[src/rtl/tc_bank_sched.sv]
// Double-buffered point-bank loader: fills two banks from a stream, swaps on core request, tracks line/frame position.
// Optional macro TC_UNDERRUN_CNT_EN adds a saturating 16-bit underrun counter output.
module tc_bank_sched #(
    parameter int PPL_W  = 10,
    parameter int LPF_W  = 8,
    parameter int DATA_W = 17
) (
    input  logic              clk_i,
    input  logic              rst_i,
    input  logic              enable_i,
    input  logic [PPL_W-1:0]  points_per_line_i,
    input  logic [LPF_W-1:0]  lines_per_frame_i,
    input  logic              s_valid_i,
    input  logic [DATA_W-1:0] s_data_i,
    output logic              s_ready_o,
    input  logic              update_mem_i,
    input  logic              line_completed_i,
    output logic [PPL_W:0]    waddr_o,
    output logic [DATA_W-1:0] wdata_o,
    output logic              we_o,
    output logic              memory_selector_o,
    output logic              mem_updated_o,
    output logic              underrun_o,
    output logic              frame_done_o,
`ifdef TC_UNDERRUN_CNT_EN
    output logic [15:0]       underrun_cnt_o,
`endif
    output logic [LPF_W-1:0]  line_idx_o
);

    localparam logic [1:0] ST_IDLE = 2'd0;
    localparam logic [1:0] ST_LOAD = 2'd1;
    localparam logic [1:0] ST_HOLD = 2'd2;

    logic [1:0]        state_q, state_d;
    logic              act_q, act_d;
    logic              tgt_q, tgt_d;
    logic [1:0]        full_q, full_d;
    logic [PPL_W-1:0]  idx_q, idx_d;
    logic              pend_q, pend_d;
    logic [PPL_W-1:0]  ppl_m1_q, ppl_m1_d;
    logic [LPF_W-1:0]  lpf_m1_q, lpf_m1_d;
    logic [LPF_W-1:0]  line_q, line_d;
    logic              we_q, we_d;
    logic [PPL_W:0]    waddr_q, waddr_d;
    logic [DATA_W-1:0] wdata_q, wdata_d;
    logic              upd_q, upd_d;
    logic              unr_q, unr_d;
    logic              fdone_q, fdone_d;

    logic clr, fire, last, pend_c, swap;

    assign clr       = rst_i | ~enable_i;
    assign s_ready_o = (state_q == ST_LOAD) & ~clr;
    assign fire      = s_valid_i & s_ready_o;
    assign last      = fire & (idx_q == ppl_m1_q);
    assign pend_c    = pend_q | update_mem_i;

    always_comb begin
        state_d  = state_q;
        act_d    = act_q;
        tgt_d    = tgt_q;
        full_d   = full_q;
        idx_d    = idx_q;
        pend_d   = pend_q;
        ppl_m1_d = ppl_m1_q;
        lpf_m1_d = lpf_m1_q;
        line_d   = line_q;
        waddr_d  = waddr_q;
        wdata_d  = wdata_q;
        we_d     = 1'b0;
        upd_d    = 1'b0;
        unr_d    = 1'b0;
        fdone_d  = 1'b0;
        swap     = 1'b0;

        case (state_q)
            ST_IDLE: begin
                state_d  = ST_LOAD;
                tgt_d    = act_q;
                // a zero count is treated as one, stored as count-1
                ppl_m1_d = (points_per_line_i == '0) ? '0 : points_per_line_i - 1'b1;
                lpf_m1_d = (lines_per_frame_i == '0) ? '0 : lines_per_frame_i - 1'b1;
            end
            ST_LOAD: begin
                if (fire) begin
                    we_d    = 1'b1;
                    waddr_d = {tgt_q, idx_q};
                    wdata_d = s_data_i;
                    idx_d   = last ? '0 : idx_q + 1'b1;
                end
                if (last) begin
                    full_d[tgt_q] = 1'b1;
                    if (tgt_q == act_q) tgt_d = ~act_q;
                    else                state_d = ST_HOLD;
                end
            end
            default: ;
        endcase

        if (state_q != ST_IDLE) begin
            // full_d already includes a bank completed by this cycle's final beat
            swap = pend_c & full_d[~act_q];
            if (swap) begin
                full_d[act_q] = 1'b0;
                act_d         = ~act_q;
                pend_d        = 1'b0;
                upd_d         = 1'b1;
                if (state_d == ST_HOLD) begin
                    state_d = ST_LOAD;
                    tgt_d   = act_q;
                end
            end else begin
                pend_d = pend_c;
                unr_d  = update_mem_i & ~pend_q;
            end

            if (line_completed_i) begin
                if (line_q == lpf_m1_q) begin
                    line_d  = '0;
                    fdone_d = 1'b1;
                end else begin
                    line_d = line_q + 1'b1;
                end
            end
        end
    end

    always_ff @(posedge clk_i) begin
        if (clr) begin
            state_q  <= ST_IDLE;
            act_q    <= 1'b0;
            tgt_q    <= 1'b0;
            full_q   <= '0;
            idx_q    <= '0;
            pend_q   <= 1'b0;
            ppl_m1_q <= '0;
            lpf_m1_q <= '0;
            line_q   <= '0;
            we_q     <= 1'b0;
            waddr_q  <= '0;
            wdata_q  <= '0;
            upd_q    <= 1'b0;
            unr_q    <= 1'b0;
            fdone_q  <= 1'b0;
        end else begin
            state_q  <= state_d;
            act_q    <= act_d;
            tgt_q    <= tgt_d;
            full_q   <= full_d;
            idx_q    <= idx_d;
            pend_q   <= pend_d;
            ppl_m1_q <= ppl_m1_d;
            lpf_m1_q <= lpf_m1_d;
            line_q   <= line_d;
            we_q     <= we_d;
            waddr_q  <= waddr_d;
            wdata_q  <= wdata_d;
            upd_q    <= upd_d;
            unr_q    <= unr_d;
            fdone_q  <= fdone_d;
        end
    end

`ifdef TC_UNDERRUN_CNT_EN
    logic [15:0] ucnt_q;
    always_ff @(posedge clk_i) begin
        if (clr)                              ucnt_q <= '0;
        else if (unr_q && ucnt_q != 16'hFFFF) ucnt_q <= ucnt_q + 16'd1;
    end
    assign underrun_cnt_o = ucnt_q;
`endif

    assign waddr_o           = waddr_q;
    assign wdata_o           = wdata_q;
    assign we_o              = we_q;
    assign memory_selector_o = act_q;
    assign mem_updated_o     = upd_q;
    assign underrun_o        = unr_q;
    assign frame_done_o      = fdone_q;
    assign line_idx_o        = line_q;

endmodule

[config.mk]
export PLATFORM = sky130hd
export DESIGN_NAME = tc_bank_sched
export DESIGN_NICKNAME = d
export VERILOG_FILES = /design/src/rtl/tc_bank_sched.sv
export SDC_FILE = /design/constraint.sdc
export NUM_CORES = 1
export LEC_CHECK = 0
export ABC_AREA = 0
export BUFFER_PORTS_ARGS = -buffer_cell sky130_fd_sc_hd__buf_2
export CORE_MARGIN = 5
export CORE_UTILIZATION = 25
export CTS_BUF_LIST = sky130_fd_sc_hd__clkbuf_4
export DETAILED_ROUTE_END_ITERATION = 10
export PLACE_DENSITY = 0.42
export SLEW_MARGIN = 20
export SYNTH_ARGS = -nofsm -noshare
export SYNTH_HDL_FRONTEND = slang
export SYNTH_SLANG_ARGS = --single-unit
[constraint.sdc]
create_clock -name clk_i -period 2.7 [get_ports clk_i]
set_input_delay 0.54 -clock clk_i [delete_from_list [all_inputs] [get_ports clk_i]]
set_output_delay 0.54 -clock clk_i [all_outputs]
set_load 0.005 [all_outputs]
Yosys cells after proc, flatten, opt, wreduce, memory -nomap -nowiden
Cells that the tools add are included.
W data, S select, Z words.

storage, ports and cells
  word-level logic and storage cells = 89
  bits of input ports = 41
  output and inout port bits = 42
  bits in registers = 75

cells by class
  reductions and logical operators = 13
  add/subtract/negate cells = 4
  muxes and demuxes = 30
  eq/ne operators = 5
  bitwise logic cells = 17
  order comparisons = 5

operators by type and width
  kind                     count
  $mux W10                 2
  $mux W2                  9
  $mux W8                  2
  $mux W1                  13
  $add A10 B1 Y10 const B  1
  $eq A10 B10 Y1           1
  $logic_not A10 Y1        1
  $sub A10 B1 Y10 const B  1
  $add A8 B1 Y8 const B    1
  $eq A8 B8 Y1             1
  $logic_not A8 Y1         1
  $sub A8 B1 Y8 const B    1
  $not A1 Y1               7
  $lt A1 B2 Y1 const B     3
  $reduce_and A2 Y1        3
  $reduce_or A3 Y1         2
  $and A1 B1 Y1            5
  $pmux W2 S2              1
  $reduce_or A2 Y1         2
  $and A2 B2 Y2            1
  $demux W1 S1             2
  $eq A2 B1 Y1 const B     1
  $eq A2 B2 Y1 const B     1
  $ge A1 B1 Y1 const B     2
  8 further kinds          10

Longest topological paths before layout
Gate-level depths: netlist (run 1).

  depth in word-level cells = 13
  mapped depth = 7
  gate-level depth less buffers = 7

Least setup slack after synthesis (run 1)
Ideal clock, no wire load.

  path type = in2reg
  start = input port lines_per_frame_i[0]
  end = register lpf_m1_q[2]
  path buffers = 0
  library setup time = 156 ps
  data arrival time = 1967 ps
  cell stages on the path = 6
  data required time = 2544 ps
  setup slack = 578 ps
  cells stage by stage = inv_1 -> ha_1 -> nor3b_1 -> nand2_1 -> o311ai_0 -> o21ai_0

between the ends
  cells in the longest elaborated chain, start to end = 2
  elaborated cells between the ends (all ways) = 3
  classes of those cells = add/sub: 1; mux: 1; reduce/logical: 1

RTL lines
  what                                                      RTL line  source
  start, declared                                           12        input logic [LPF_W-1:0] lines_per_frame_i,
  $sub A8 B1 Y8 / $logic_not A8 Y1 (equally long branches)  83        lpf_m1_d = (lines_per_frame_i == '0) ? '0 : lines_per_frame_i - 1'b1;
  $mux W8 *                                                 83
  end signal, assigned                                      154       lpf_m1_q <= lpf_m1_d;
  end, declared                                             42        logic [LPF_W-1:0] lpf_m1_q, lpf_m1_d;

Mark *: on every way between the ends. The rest lies on a longest branch, timed or not.
A chain may end at the register's enable or synchronous reset.

Worst setup path after layout (run 1)
  start = register state_q[1]
  end = register state_q[1]

between the ends
  cells in the longest elaborated chain, start to end = 11
  elaborated cells between the ends (all ways) = 18
  classes of those cells = eq/ne: 2; mux: 10; bitwise: 4; reduce/logical: 2

RTL lines
  what                                        RTL line  source
  start, declared                             35        logic [1:0] state_q, state_d;
  start signal, assigned                      147       state_q <= state_d;
  $eq A2 B1 Y1                                54, 77
  $and A1 B1 Y1                               54        assign s_ready_o = (state_q == ST_LOAD) & ~clr;
  $and A1 B1 Y1                               55        assign fire = s_valid_i & s_ready_o;
  $and A1 B1 Y1                               56        assign last = fire & (idx_q == ppl_m1_q);
  $mux W2                                     92        if (last) begin
  $mux W2                                     77        case (state_q)
  $mux W1 (implied by the code) (2 in a row)  103       swap = pend_c & full_d[~act_q];
  $and A1 B1 Y1                               103
  $mux W2                                     104       if (swap) begin
  $mux W2 *                                   101       if (state_q != ST_IDLE) begin

Mark *: on every way between the ends. The rest lies on a longest branch, timed or not. The select of a mux whose other input is x is not followed.

==> results of run 1 <==
power by group:
group | leakage [uW] | total (uW) | internal [uW] | switching (uW)
Clock | 0.0000721 | 707 | 299 | 408
Sequential | 0.000607 | 1140 | 1120 | 12.6
Combinational | 0.00108 | 153 | 67.0 | 86.5
Total | 0.00176 | 2000 | 1490 | 507
placed cells by master, fill, tap and decap left out, drive strengths merged, types with 2 or more instances in the layout:
cell type  Yosys  final
o211a          2      2
o311ai         2      2
nor4b          2      2
mux2i          3      3
nand4          9      9
dfxtp         75     75
nand2         89     89
and3           4      4
ha             4      4
nor2          29     29
buf            1     87
xor2          21     21
clkbuf        15     11
o21ai         19     19
xnor2         27     27
nor3           9      9
or4            2      2
nand3         33     33
clkinv         1      4
nand2b         3      3
a22oi          3      3
and4           5      5
a21oi          6      6
nor4           2      2
nor2b          3      3
inv           10     10
Yosys cell counts, types with 2 or more instances:
library cell,n
sky130_fd_sc_hd__nor4_1,2
sky130_fd_sc_hd__ha_1,4
sky130_fd_sc_hd__o211a_1,2
sky130_fd_sc_hd__inv_1,10
sky130_fd_sc_hd__nand3_1,33
sky130_fd_sc_hd__xnor2_1,27
sky130_fd_sc_hd__nor2_1,29
sky130_fd_sc_hd__mux2i_1,3
sky130_fd_sc_hd__clkbuf_1,15
sky130_fd_sc_hd__and4_1,5
sky130_fd_sc_hd__nor4b_1,2
sky130_fd_sc_hd__o21ai_0,19
sky130_fd_sc_hd__xor2_1,21
sky130_fd_sc_hd__a21oi_1,5
sky130_fd_sc_hd__dfxtp_1,75
sky130_fd_sc_hd__nand2b_1,3
sky130_fd_sc_hd__and3_1,4
sky130_fd_sc_hd__nand2_1,88
sky130_fd_sc_hd__a22oi_1,3
sky130_fd_sc_hd__nor3_1,9
sky130_fd_sc_hd__nand4_1,9
sky130_fd_sc_hd__nor2b_1,3
through the flow:
step                cell area [um2]  std cells  hold slack (ns)  worst slack [ns]   util
global placement               3900        638            0.439             0.401  0.298
floorplan                      3290        391            0.422             0.578      -
CTS                            4030        654            0.218             0.717  0.308
finish                         4030        654            0.265             0.712  0.308
detailed placement             3900        638            0.446             0.388  0.298
global route                   4030        654            0.235             0.552  0.308
routing by layer:
| layer | share of wire | global-route usage |
|---|---|---|
| met1 | 0.46 | 0.133 |
| met2 | 0.44 | 0.167 |
| met3 | 0.084 | 0.0566 |
| met4 | 0.013 | 0.0348 |
| met5 | 0 | 0 |
critical path, cell delays in order (launching register included):
cell	delay [ns]
sky130_fd_sc_hd__dfxtp_1	0.39
sky130_fd_sc_hd__and4bb_4	0.36
sky130_fd_sc_hd__and4_1	0.22
sky130_fd_sc_hd__nand4_1	0.14
sky130_fd_sc_hd__a22oi_1	0.47
sky130_fd_sc_hd__o211ai_1	0.17
sky130_fd_sc_hd__o211a_1	0.15
state kept, by name, summed over array words and instances (netlist names):
signal / count
wdata_o: 17
waddr_o: 11
idx_q: 10
ppl_m1_q: 10
line_idx_o: 8
lpf_m1_q: 8
full_q: 2
state_q: 2
frame_done_o: 1
mem_updated_o: 1
memory_selector_o: 1
pend_q: 1
tgt_q: 1
underrun_o: 1
we_o: 1
cell type report:
cell class	instances	area (um2)
Clock buffer	11	82.6
Fill cell	1418	9050
Clock inverter	5	53.8
Multi-Input combinational cell	289	1690
Inverter	11	41.3
Timing Repair Buffer	87	448
Sequential cell	75	1500
Tap cell	176	220
kinds of logic (layout without fill, tap and decap cells):
| logic type | Yosys count | count (layout) | share of synthesized area |
|---|---|---|---|
| xor gates and xnor gates | 48 | 48 | 0.128 |
| and+or+nand+nor | 195 | 195 | 0.279 |
| muxes | 3 | 3 | 0.00913 |
| DFF | 75 | 75 | 0.457 |
| buffers and inverters | 27 | 114 | 0.0312 |
| AOI/OAI and AO/OA | 39 | 39 | 0.0807 |
| adders and majority gates | 4 | 4 | 0.0152 |
worst min-delay path by stage:
stage / endpoint / cells past startpoint
after floorplan: underrun_o$_SDFF_PP0_ / 1
after global placement: wdata_o[11]$_SDFFE_PP0P_ / 2
after detailed placement: waddr_o[9]$_SDFFE_PP0P_ / 2
after CTS: wdata_o[0]$_SDFFE_PP0P_ / 3
after global routing: wdata_o[2]$_SDFFE_PP0P_ / 3
final: wdata_o[0]$_SDFFE_PP0P_ / 3
==> impl.org, run 1 <==
** Synth
- Portion of the post-synthesis area used by sequential elements :: 0.457
- Synthesized instance count :: between 300 and 400
- The synthesized design spends more area on one cell type than any other, namely sky130_fd_sc_hd__dfxtp_1.
- Yosys printed 0 warnings.
- Mapped Area :: approximately 3300 um2
- Post-Synthesis Mean Instance Area :: roughly 8.4 um2
- Syn Nets :: 436
- Synthesis inferred 75 register bits.
- Cell types occupying the most area after synthesis :: sky130_fd_sc_hd__dfxtp_1, sky130_fd_sc_hd__nand2_1, sky130_fd_sc_hd__xnor2_1
- Top flip-flop cell by instance count after synthesis :: sky130_fd_sc_hd__dfxtp_1
- Area share of the leading cell type in the synthesized netlist :: 0.457
- Of all flip-flops after synthesis, the portion carrying an async set or reset was 0.
- Counting distinct cell types in the post-synthesis netlist gives 42.
- Counting flops with a built-in enable in the synthesized netlist gives 0.

** Drt
- Post-DR wirelength/cell :: about 13 um
- After detailed routing, the number of remaining DRC violations is 0.
- Using the TritonRoute via totals, the vias-per-cell ratio works out to between 4 and 5.
- Final wirelength :: between 8 and 9 mm
- Number of detailed-route iterations in the first pass :: 4
- Remaining antenna violation count after routing :: 0
- Via count :: 2836
- Starting DRT DRC Count :: 96

** Critical path
- Across all register-to-register paths, the minimum setup slack is approximately 0.71 ns.
- Worst setup path class :: reg2reg
- Worst setup SP type :: flip-flop
- CP endpoint :: state_q[1]$_SDFF_PP0_
- The endpoint identified for the worst register-to-register timing path is state_q[1]$_SDFF_PP0_.
- Along the worst path, the maximum fanout reaches 7.
- CP required :: approximately 3.1 ns
- The most critical setup path has its startpoint at state_q[1]$_SDFF_PP0_.
- The worst setup path is captured at a flip-flop.
- R2R depth :: 6
- RR Startpoint :: state_q[1]$_SDFF_PP0_
- Crit path arrival time :: roughly 2.3 ns

** Pwr
- Power comes to around 2000 uW.
- Power Dens Cells :: 495 nW/um2
- Maximum resistive drop on vdd :: approximately 250 uV
- Total leakage power :: around 0.0018 uW

** Hold path
- The min-delay analysis places its worst path in the category in2reg.
- Origin of the worst min-delay path :: s_data_i[0]

** Placement
- The congestion estimate from routability-driven global placement came to around 0.72.
- Estimated wirelength of the detail-placed design :: between 6 and 7 mm
- In this run the tool buffered the top-level ports with 82 buffer cells.

** Global routing
- The number of antenna violations at the first check in global routing came to 0.
- Overflow left after global routing :: 0
- Global router's overall resource usage :: 0.109
- Via count of the first global-routing pass :: between 2k and 3k
- Largest net degree at the start of global routing :: 32
- Wire length of the first global-routing pass :: 13.8 mm

** Floorplanning
- Core area :: approximately 13000 um2
- Height of the chip :: around 120 um
- Die span in x :: roughly 120 um
- Row count :: 42
- Die Footprint :: 15500 um2
- During I/O placement, the number of pins put on the boundary was 83.
- For this configuration, the core starts out at a cell density of 0.251.

** Clock network
- Counting along the longest clock path gives a buffer depth of 2.
- CTS placed an instance of sky130_fd_sc_hd__clkbuf_4 at the clock tree root.
- Resized cells post-CTS :: 0
- TritonCTS clock tree :: built
- Clock latency on the worst-skew pair :: between 0.4 and 0.5 ns
- After clock tree synthesis, the flow added hold-fix buffers numbering 0.
- Num CTS Buffers :: 9
- Clk slew on worst S/H paths :: roughly 0.12 ns
- CTS built an H-tree with a depth of 3.
- CTS saw 75 sinks.
- Post-CTS Setup Inserts :: 0

** Timing
- Highest attainable clock frequency :: roughly 0.50 GHz
- Setup repair after global routing left no endpoint under its margin.
- Of the available clock period, the critical path in the final layout requires 0.736.
- The number of max-slew violations in the final report is 0.
- Tightest Pin Transition :: just under 0.6 ns
- Setup violations remaining at the end of the flow were counted as 0.
- Across the routed clock network, the largest skew measured is 0.0165 ns.
- Crit path time final :: 1.99 ns
- Fin Setup TNS :: 0 ns
- In this run the tightest slew margin relative to its limit is 0.612.
- The final number of hold-violating endpoints was 0.

** Job
- Max-cap check violation count :: 0

** Layout
- Net count reported at finish :: a little over 500
- Of the cells placed in the final design, the portion with a size suffix greater than 1 is 0.228.
- Number of antenna repair diodes :: 0
- The area growth from synthesis to layout is 22.7%.

** Status
- The run finished with clean final reports.
Power figures use the tool's default switching activity.
==> run 2: changes to the inputs <==
Clock period 2.7 ns to 2 ns, I/O delays scaled along.
==> impl.org, run 2 (synthesis gave the netlist of run 1 again) <==
** Clock network
- The tree is rooted in a sky130_fd_sc_hd__clkbuf_4.
- Once the clock tree was built, the setup fixing pass inserted 0 buffers.
- The number of hold buffers added after CTS was 0.
- The clock reaches the later pin of the worst-skew pair after about 0.44 ns.
- Counting every sink on the clock net gives between 70 and 80.
- TritonCTS clock tree :: built
- Clock Tree Buf Depth :: 2
- Post-CTS repair changed the size of 0 cells.
- Level count of the clock H-tree :: 3
- After clock tree synthesis, the clock-pin slew on the worst setup and hold paths is 0.12 ns.
- Clock tree synthesis inserted a total of 9 buffers.

** Timing
- The worst path needs ~1.8 ns of the cycle, external delays included.
- Tightest Pin Transition :: 0.533 ns
- The number of max-slew violations in the final report was 0.
- Final number of hold-violating endpoints :: 0
- Slew margin rel. :: 0.643
- Across all setup checks in the final design, the least slack found is about 0.15 ns.
- Portion of the clock cycle consumed by the worst path in the final layout :: 0.924
- In the final timing run, aggregate negative setup slack is 0 ns.
- Highest attainable clock frequency :: between 0.5 and 0.6 GHz
- Setup violations remaining at the end of the flow were counted as 0.
- Between clock sinks in the finished design, the worst skew comes to between 0.01 and 0.015 ns.
- Setup repair after global routing left no endpoint under its margin.

** Floorplanning
- Height of the chip :: 125 um
- Effective utilization at floorplan :: 0.251
- Row count :: between 40 and 50
- The total area inside the core boundary comes to about 13000 um2.
- The die is around 120 um wide.
- During I/O placement, the number of pins put on the boundary was 83.
- The floorplan step defined a die boundary enclosing approximately 16000 um2.

** Placement
- At the end of routability-driven placement, the weighted congestion stood at approximately 0.75.
- Once placement completed, the tool counted placed cells totaling about 660.
- Worst setup slack after placement :: -0.147 ns
- Area post-placement :: 4080 um2
- Buffers on Ports :: just over 80
- Estimated wirelength of the detail-placed design :: around 6.4 mm

** Layout
- Fraction of layout cells with a size suffix above 1 :: 0.267
- Most common cell after layout, fill and taps aside :: sky130_fd_sc_hd__nand2_1
- Fill cell count :: 1393
- Final non-filler cell total :: 678
- Summing all non-filler instances in the final layout gives an area of approximately 4300 um2.
- In the final layout, the multi-input gates occupy about 1700 um2.
- The top cell types in the final layout, fill and taps aside, are sky130_fd_sc_hd__nand2_1, sky130_fd_sc_hd__buf_2, sky130_fd_sc_hd__dfxtp_1, sky130_fd_sc_hd__nand3_1, sky130_fd_sc_hd__nor2_1.
- The register with the most flip-flops in the layout has 17 of them.
- Net count reported at finish :: approximately 540
- The sequential cells in the finished layout cover a total of approximately 1500 um2.
- Relative to the synthesized area, the layout overhead comes to 30.6%.

** Status
- The flow ran to the end, and the final reports show no timing, DRC or antenna violations.

** Critical path
- The worst register-to-register path ends at full_q[0]$_SDFF_PP0_.
- R2R depth :: 5
- For the worst setup path, the data required time is approximately 2.4 ns.
- In this run the critical register-to-register path is launched from ppl_m1_q[3]$_SDFFE_PP0P_.
- Crit path arrival time :: roughly 2.2 ns
- Endpoint class of the critical path :: flip-flop
- In this run the worst path has a maximum fanout of 3.
- Register-to-register setup slack :: approximately 0.15 ns
- Worst setup path class :: reg2reg
- The worst setup path is launched from a flip-flop.

** Pwr
- Internal power comes to between 2000 and 2500 uW.
- Of the total power, the share spent switching nets is 0.221.
- Clock group share of total power :: 0.431
- Power Dens Cells :: about 720 nW/um2
- IR analysis of the VDD net gives a maximum drop of 235 uV.
- For this design the total switching power over the nets is between 600 and 700 uW.
- The share of total power dissipated in sequential elements is 0.496.
- Of the total power, combinational logic draws 0.073.
- Total leakage power :: between 0.0015 and 0.002 uW

** Job
- Across the run, the number of max-cap violations was 0.

** Global routing
- Busiest metal layer after global routing :: met2
- Largest net degree at the start of global routing :: 32
- Across every metal layer, demand over resource in global routing totals 0.114.
- The number of global-route vias before repair was 2937.
- Summed over all layers, the global routing overflow is 0.
- Met1 capacity usage during global routing :: 0.146
- Met3 track utilization from global routing :: 0.0334
- The number of antenna violations at the first check in global routing was 1.
- Global routing met2 resource utilization :: 0.173
- The first global-routing pass estimated roughly 14 mm of wire.

** Drt
- The first routing iteration left approximately 80 violations.
- Via-per-instance ratio :: 4.29
- Summing over every cut layer, the via total after detailed routing is roughly 2.9k.
- Remaining antenna violation count after routing :: 0
- After detailed routing, the number of remaining DRC violations is 0.
- Number of detailed-route iterations in the first pass :: 4
- The final layout contains routed wiring with a total length of 8.51 mm.
- Post-DR wirelength/cell :: between 10 and 15 um

** Hold path
- The worst hold path belongs to the class in2reg.
- Origin of the worst min-delay path :: s_data_i[16]
- Hold-critical path depth :: 3
- The path with the worst hold slack has its endpoint at wdata_o[16]$_SDFFE_PP0P_.
-- run 2: worst max-delay path by stage --
stage                             startpoint                  endpoint  depth (start not counted)
floorplan               lines_per_frame_i[0]  lpf_m1_q[2]$_SDFFE_PP0P_                          6
global placement        points_per_line_i[4]  ppl_m1_q[9]$_SDFFE_PP0P_                          6
detailed placement      points_per_line_i[4]  ppl_m1_q[9]$_SDFFE_PP0P_                          6
CTS                    idx_q[6]$_SDFFE_PP0P_      full_q[0]$_SDFF_PP0_                          5
global route        ppl_m1_q[3]$_SDFFE_PP0P_     state_q[1]$_SDFF_PP0_                          6
finish              ppl_m1_q[3]$_SDFFE_PP0P_      full_q[0]$_SDFF_PP0_                          5
-- run 2: area by class of cell --
type                       instances  share of cell area
antenna                            1            0.000583
clock buffer                      11              0.0192
clock inverter                     5              0.0291
inverter                          11             0.00962
multi-input combinational        289               0.393
sequential                        75               0.350
tap                              176              0.0513
timing repair buffer             110               0.147
-- run 2: worst max-delay path, cell delays in order, from the launching register on --
cell and delay (ns):
sky130_fd_sc_hd__dfxtp_1 0.34, sky130_fd_sc_hd__xnor2_1 0.20, sky130_fd_sc_hd__nand4_1 0.20, sky130_fd_sc_hd__or4_4 0.58, sky130_fd_sc_hd__a221o_1 0.37, sky130_fd_sc_hd__a21oi_2 0.10
-- run 2: routing by layer --
layer  up-vias  routed length (um)
met5         -                   0
li1       1538                   -
met1      1297                4230
met2        65                3660
met3        10                 456
met4         0                 159
-- run 2: per-stage QoR --
| step | util | total power, uW | hold WS, ns |
|---|---|---|---|
| global route | 0.328 | 3230 | 0.107 |
| floorplan | - | 1680 | 0.422 |
| CTS | 0.328 | 3160 | 0.0863 |
| detailed placement | 0.312 | 1800 | 0.442 |
| global placement | 0.312 | 1800 | 0.439 |
| finish | 0.328 | 3090 | 0.137 |
-- run 2: power by group through the flow --
stage	clock network [uW]	logic, uW	registers, uW
5_1_grt	1430	255	1540
6_report	1330	226	1540
3_3_place_gp	0	228	1570
2_1_floorplan	0	116	1570
4_1_cts	1390	231	1540
3_5_place_dp	0	230	1570
